### src/rtl/serial_add_ctrl.sv
// Bit-serial W-bit add/subtract sequencing one shared full-adder cell, LSB first; W+1 cycles from start to done.
// No backpressure: start is only taken in IDLE, done pulses once and the result holds until the next completion.

module fa (
    input  logic a,
    input  logic b,
    input  logic cin,
    output logic s,
    output logic c
);
    assign s = a ^ b ^ cin;
    assign c = (a & b) | (cin & (a ^ b));
endmodule

module serial_add_ctrl #(
    parameter int W = 8
) (
    input  logic         clk,
    input  logic         rst_n,
    input  logic         start,
    input  logic         sub,
    input  logic [W-1:0] op_a,
    input  logic [W-1:0] op_b,
    output logic         busy,
    output logic         done,
    output logic [W-1:0] result,
    output logic         cout,
    output logic         ovf
);
    localparam int CW = (W > 1) ? $clog2(W) : 1;
    localparam logic [CW-1:0] LAST_BIT = CW'(W - 1);

    typedef enum logic [1:0] {
        S_IDLE,
        S_RUN,
        S_DONE
    } state_t;

    state_t        state_q, state_d;
    logic [W-1:0]  sha_q, sha_d;
    logic [W-1:0]  shb_q, shb_d;
    logic [W-1:0]  shs_q, shs_d;
    logic          carry_q, carry_d;
    logic [CW-1:0] cnt_q, cnt_d;
    logic [W-1:0]  result_q, result_d;
    logic          cout_q, cout_d;
    logic          ovf_q, ovf_d;

    logic fa_s;
    logic fa_c;

    fa u_fa (
        .a   (sha_q[0]),
        .b   (shb_q[0]),
        .cin (carry_q),
        .s   (fa_s),
        .c   (fa_c)
    );

    always_ff @(posedge clk or negedge rst_n) begin
        if (!rst_n) begin
            state_q  <= S_IDLE;
            sha_q    <= '0;
            shb_q    <= '0;
            shs_q    <= '0;
            carry_q  <= 1'b0;
            cnt_q    <= '0;
            result_q <= '0;
            cout_q   <= 1'b0;
            ovf_q    <= 1'b0;
        end else begin
            state_q  <= state_d;
            sha_q    <= sha_d;
            shb_q    <= shb_d;
            shs_q    <= shs_d;
            carry_q  <= carry_d;
            cnt_q    <= cnt_d;
            result_q <= result_d;
            cout_q   <= cout_d;
            ovf_q    <= ovf_d;
        end
    end

    always_comb begin
        state_d  = state_q;
        sha_d    = sha_q;
        shb_d    = shb_q;
        shs_d    = shs_q;
        carry_d  = carry_q;
        cnt_d    = cnt_q;
        result_d = result_q;
        cout_d   = cout_q;
        ovf_d    = ovf_q;
        case (state_q)
            S_IDLE: begin
                if (start) begin
                    // Subtraction is A + ~B + 1: invert B and seed the carry.
                    sha_d   = op_a;
                    shb_d   = sub ? ~op_b : op_b;
                    carry_d = sub;
                    cnt_d   = '0;
                    state_d = S_RUN;
                end
            end
            S_RUN: begin
                sha_d   = {1'b0, sha_q[W-1:1]};
                shb_d   = {1'b0, shb_q[W-1:1]};
                shs_d   = {fa_s, shs_q[W-1:1]};
                carry_d = fa_c;
                if (cnt_q == LAST_BIT) begin
                    // carry_q here is the carry into the MSB.
                    result_d = {fa_s, shs_q[W-1:1]};
                    cout_d   = fa_c;
                    ovf_d    = carry_q ^ fa_c;
                    state_d  = S_DONE;
                end else begin
                    cnt_d = cnt_q + CW'(1);
                end
            end
            S_DONE: begin
                state_d = S_IDLE;
            end
            default: begin
                state_d = S_IDLE;
            end
        endcase
    end

    assign busy   = (state_q != S_IDLE);
    assign done   = (state_q == S_DONE);
    assign result = result_q;
    assign cout   = cout_q;
    assign ovf    = ovf_q;

endmodule

### config.mk
export PLATFORM = sky130hd
export DESIGN_NAME = serial_add_ctrl
export DESIGN_NICKNAME = d
export VERILOG_FILES = /design/src/rtl/serial_add_ctrl.sv
export SDC_FILE = /design/constraint.sdc
export NUM_CORES = 1
export LEC_CHECK = 0
export BUFFER_PORTS_ARGS = -buffer_cell sky130_fd_sc_hd__buf_2
export CORE_AREA = 3 3 62 64
export DETAILED_ROUTE_END_ITERATION = 8
export DIE_AREA = 0 0 65 67
export PLACE_DENSITY_LB_ADDON = 0.12
export REMOVE_ABC_BUFFERS = 1
export SYNTH_ARGS = -nofsm -noshare
export SYNTH_HDL_FRONTEND = slang
export SYNTH_SLANG_ARGS = --single-unit
### constraint.sdc
create_clock -name clk -period 2.4 [get_ports clk]
set_clock_uncertainty 0.15 [all_clocks]
set_input_delay 0.36 -clock clk [delete_from_list [all_inputs] [get_ports clk]]
set_output_delay 0.36 -clock clk [all_outputs]
set_load 0.1 [all_outputs]
; Yosys cells after proc, flatten, opt, wreduce, memory -nomap -nowiden
; Cells that the tools add are included.
; Widths: inputs -> output; s select.
[totals]
elab_cells = 43
output_inout_bits = 12
regBits = 40
[classes]
eq_ne = 6
reduce_logical = 7
muxes = 13
add_sub_neg = 1
n_bitwise = 7
[op_table]
columns = op, n
row1 = $pmux 8 s2, 2
row2 = $mux 8, 3
row3 = $not 8->8, 1
row4 = $mux 3, 2
row5 = $ne 2x2->1 const B, 3
row6 = $pmux 3 s2, 1
row7 = $reduce_and 2->1, 3
row8 = $mux 2, 2
row9 = $pmux 2 s2, 1
row10 = $reduce_bool 2->1, 2
row11 = $add 3x1->3 const B, 1
row12 = $eq 3x3->1 const B, 1
row13 = $reduce_and 3->1, 1
row14 = $xor 1x1->1, 3
row15 = $and 1x1->1, 2
row16 = $eq 2x1->1 const B, 1
row17 = $eq 2x2->1 const B, 1
row18 = $logic_not 2->1, 1
row19 = $pmux 1 s2, 1
row20 = $mux 1, 1
row21 = $or 1x1->1, 1

; Longest topological paths before layout
[logic_depth]
depth_word = 4
ltp_mapped = 6
depth_no_buf = 5

; Modules after synthesis
; Synthesis repeated with hierarchy kept, for this count alone.
[unflattened]
cells_unflattened = 142
hier_area_um2 = 1765.4
[by_module_without_submodules]
columns = mod, instances, cells_each, area_per_inst_um2, seq_area_each_um2
row1 = serial_add_ctrl, 1, 141, 1745.4, 975.9
row2 = fa, 1, 1, 20.0, 0.0

; Least setup slack after synthesis
; Ideal clock, no wire load.
[synth_timing]
path_kind = reg-to-output
startpoint = reg state_q[0]
endpoint = out done
required_ps = 1890
slack_ps = -89
n_path_buf = 2
stages_incl_launch_ff = 4
arrival_time_ps = 1979
cell_sequence = dfrtp_1 -> buf_6 -> clkbuf_1 -> nor2_1
[synth_between]
elab_chain_len = 1
[synth_rtl]
columns = item, line
row1 = from (decl), 39  ; state_t state_q, state_d;
row2 = from (signal assigned), 72  ; state_q <= state_d;
row3 = $eq 2x2->1, 130  ; assign done = (state_q == S_DONE);
row4 = to (decl), 25  ; output logic done,
; Every way passes these cells.

; Worst setup path in the final report
[layout_timing]
startpoint = reg state_q[1]
endpoint = out done
; Same word-level chain as after synthesis.

==> flow_summary.toml <==
[die]
core_area_mm2 = 0.00334
start_util_pct = 53.5
die_x_um = 65
die_area_mm2 = 0.00436
die_y_um = 67
rows = 21
ios = 32

[drt]
viasPerCell = 5.25
drc_errors = 0
dr.pass1.iters = 4
drtIter0Drc = 53
wl_per_cell_um = 13.3
wl_mm = 2.98
ant_nets = 0
vias = 1182

[worst_setup_path]
crit_slowest_cell = "dfrtp_1"
crit_family = "flip-flops"
critPathMaxStageDelay_ns = 0.65
end_kind = "primary output"
crit_buf_inv = 2
required_ns = 1.89
worstReg2RegStart = "cnt_q[0]"
startpoint = "state_q[1]"
cp_max_fo = 18
crit_path_cell_trace = "inv_1 > nor2_1 > buf_2"
crit_type = "flop to primary output"
cp.arrival_ns = 1.69
worstSetupStartpointType = "flop"

[layout]
nets = 201
diodes = 0
ff_latch_area_um2 = 976
utilization_pct = 61.8
fillers = 285
layout-drive-gt1-share_pct = 38.0
final_area_mm2 = 0.00206
layout.cells.non_filler = 225
area_growth_pct = 15.4
multi_input_area_um2 = 723

[synth]
synthFlopType = "dfrtp_1"
synth_top_area_share_pct = 54.7
synth_seq_cells = 39
synth_cells = 147
synthTopCellsByArea = "dfrtp_1 (55%), mux2_2 (11%), a221o_2 (4.4%)"
avgSynthCellArea_um2 = 12.1
synthArstFlopShare_pct = 100
yosysTopAreaCell = "dfrtp_1"
yosys_warnings = 0
ys_seq_area_share_pct = 54.7
synth_area_mm2 = 0.00179
synth_edf_count = 0
synth_cell_types = 27

[power]
clkPwrFrac_pct = 17.3
swShare_pct = 44.0
seq_power_share_pct = 35.9
ir_drop_mv = 0.724
p_comb_share_pct = 46.8
p_sw_w = 0.00137
p_int_w = 0.00175
p_leak_nw = 0.983
p_per_area_mw_per_mm2 = 1510

[timing]
finalMaxSlewViolations = 0
finalSetupTns_ns = 0
grt_setup_unrepaired = "no"
fin_crit_sh_pct = 91.6
final_hold_viol_count = 0
slew_headroom_pct = 43.3
setup_violations = 0
fmax_mhz = 455
tightestPinTransition_ns = 0.851
finalCriticalPeriod_ns = 2.20
post-route-worst-setup-slack_ns = 0.201

[global_routing]
grt_pass1_wl_mm = 5.25
gr-total-overflow = 0
grt.total_usage_pct = 15.8
grt_max_degree = 40
grt_pass1_vias = 1196
antenna_found_initial = 0

[clock_network]
clkLatencyLatePin_ns = 0.35
h-tree-depth = 2
cts.sinks = 39
cts_tree = "done"
clock_path_buffers = 2
root_buffer = "clkbuf_4"
clkTransAtPathRegs_ns = 0.11
ctsResizeCount = 0
cts_buffers = 5

[placed_design]
dp_slack_ns = 0.586
io_buffers = 31
dpl.hpwl_mm = 2.07
gp_congestion = 0.720
dp.cells = 216
placed_area_mm2 = 0.00195

[worst_hold_path]
hp-start = "op_a[0]"
hp-class = "input port to flop"

[job]
cap_violations = 0

[status]
outcome = "completed"
-- registers in the layout, indices dropped and copies added (netlist names) --
name     flops
sha_q        8
state_q      2
cnt_q        3
result       8
shs_q        7
shb_q        8
cout         1
carry_q      1
ovf          1
-- routing by layer --
metal  track usage [%]  part of all wire [%]  wire, µm  up-vias
met2              26.2                    47      1410       29
met5                 0                     0         0        -
met4              5.54                   1.0        31        0
met3              5.06                   5.7       169        5
met1              19.5                    46      1380      563
li1                  -                     -         -      585
-- layout by cell type, fill, tap and decap left out, drive strengths merged --
cell	instances
ha	2
and2b	2
buf	34
inv	3
mux2	17
nand2	11
nor2	10
a21oi	3
clkinvlp	1
o21bai	1
or3b	1
bufinv	2
dfrtp	39
o21ai	11
dlygate4sd3	1
nor2b	2
and3b	2
nand3b	1
or2	1
a221o	7
a22oi	6
a22o	5
clkbuf	5
fa	1
xor2	1
a31oi	2
xnor2	8
-- Yosys cell counts, types with 3 or more instances --
cell type,n
dfrtp_1,39
mux2_2,17
nand2_1,11
o21ai_0,11
nor2_1,10
xnor2_1,8
a221o_2,7
a22oi_1,6
a22o_1,5
a21oi_1,3
buf_6,3
clkbuf_1,3
inv_1,3
-- worst min-delay path, delay by kind of cell --
| family | cells | cell delay [ns] |
|---|---|---|
| compound gates | 2 | 0.19 |
| buf+inv | 1 | 0.08 |
-- repair_timing --
item / 4_1_cts / 5_1_grt
hold endpoints to repair: 39 / 0
hold buffers: 1 / 0
buffers inserted: 0 / 0
-- area by class of cell --
cell class | instances | area share [%]
clock buffers | 5 | 1.82
well taps | 46 | 2.79
multi-input cells | 94 | 35.1
flip-flops and latches | 39 | 47.4
inverters | 3 | 0.546
clock inverters | 3 | 3.28
repair buffers | 35 | 9.11
-- worst paths after layout --
check                            end  slack [ns]  cells past startpoint
min in group asynchronous  result[5]        0.51                      2
min                         sha_q[0]        0.16                      3
max                             done        0.20                      3
min reg2reg                 sha_q[3]        0.35                      2
max reg2reg                result[5]        0.59                      5
max in group asynchronous   sha_q[6]        1.07                      2
-- per-stage QoR --
step / total power (W) / hold WS (ns)
floorplan: 0.00230 / -0.0856
global placement: 0.00256 / 0.315
detailed placement: 0.00262 / 0.325
CTS: 0.00316 / 0.155
global route: 0.00331 / 0.173
finish: 0.00312 / 0.160
-- power groups by stage --
stage / Sequential, W / Clock [W] / Combinational, W
4_1_cts: 0.00112 / 0.000557 / 0.00148
3_5_place_dp: 0.00114 / 0 / 0.00148
6_report: 0.00112 / 0.000539 / 0.00146
5_1_grt: 0.00117 / 0.000583 / 0.00156
3_3_place_gp: 0.00112 / 0 / 0.00144
2_1_floorplan: 0.00166 / 0 / 0.000644
-- kinds of logic (layout without fill, tap and decap cells) --
kind of cell,count (synthesis),count (layout),synth area share (%)
xor gates and xnor gates,9,9,4.42
and+or+nand+nor,30,30,8.20
muxes,17,17,10.7
DFF,39,39,54.7
AOI/OAI and AO/OA,35,35,14.6
adders and majority gates,3,3,2.52
buffers and inverters,14,46,4.83
Power figures use the tool's default switching activity.
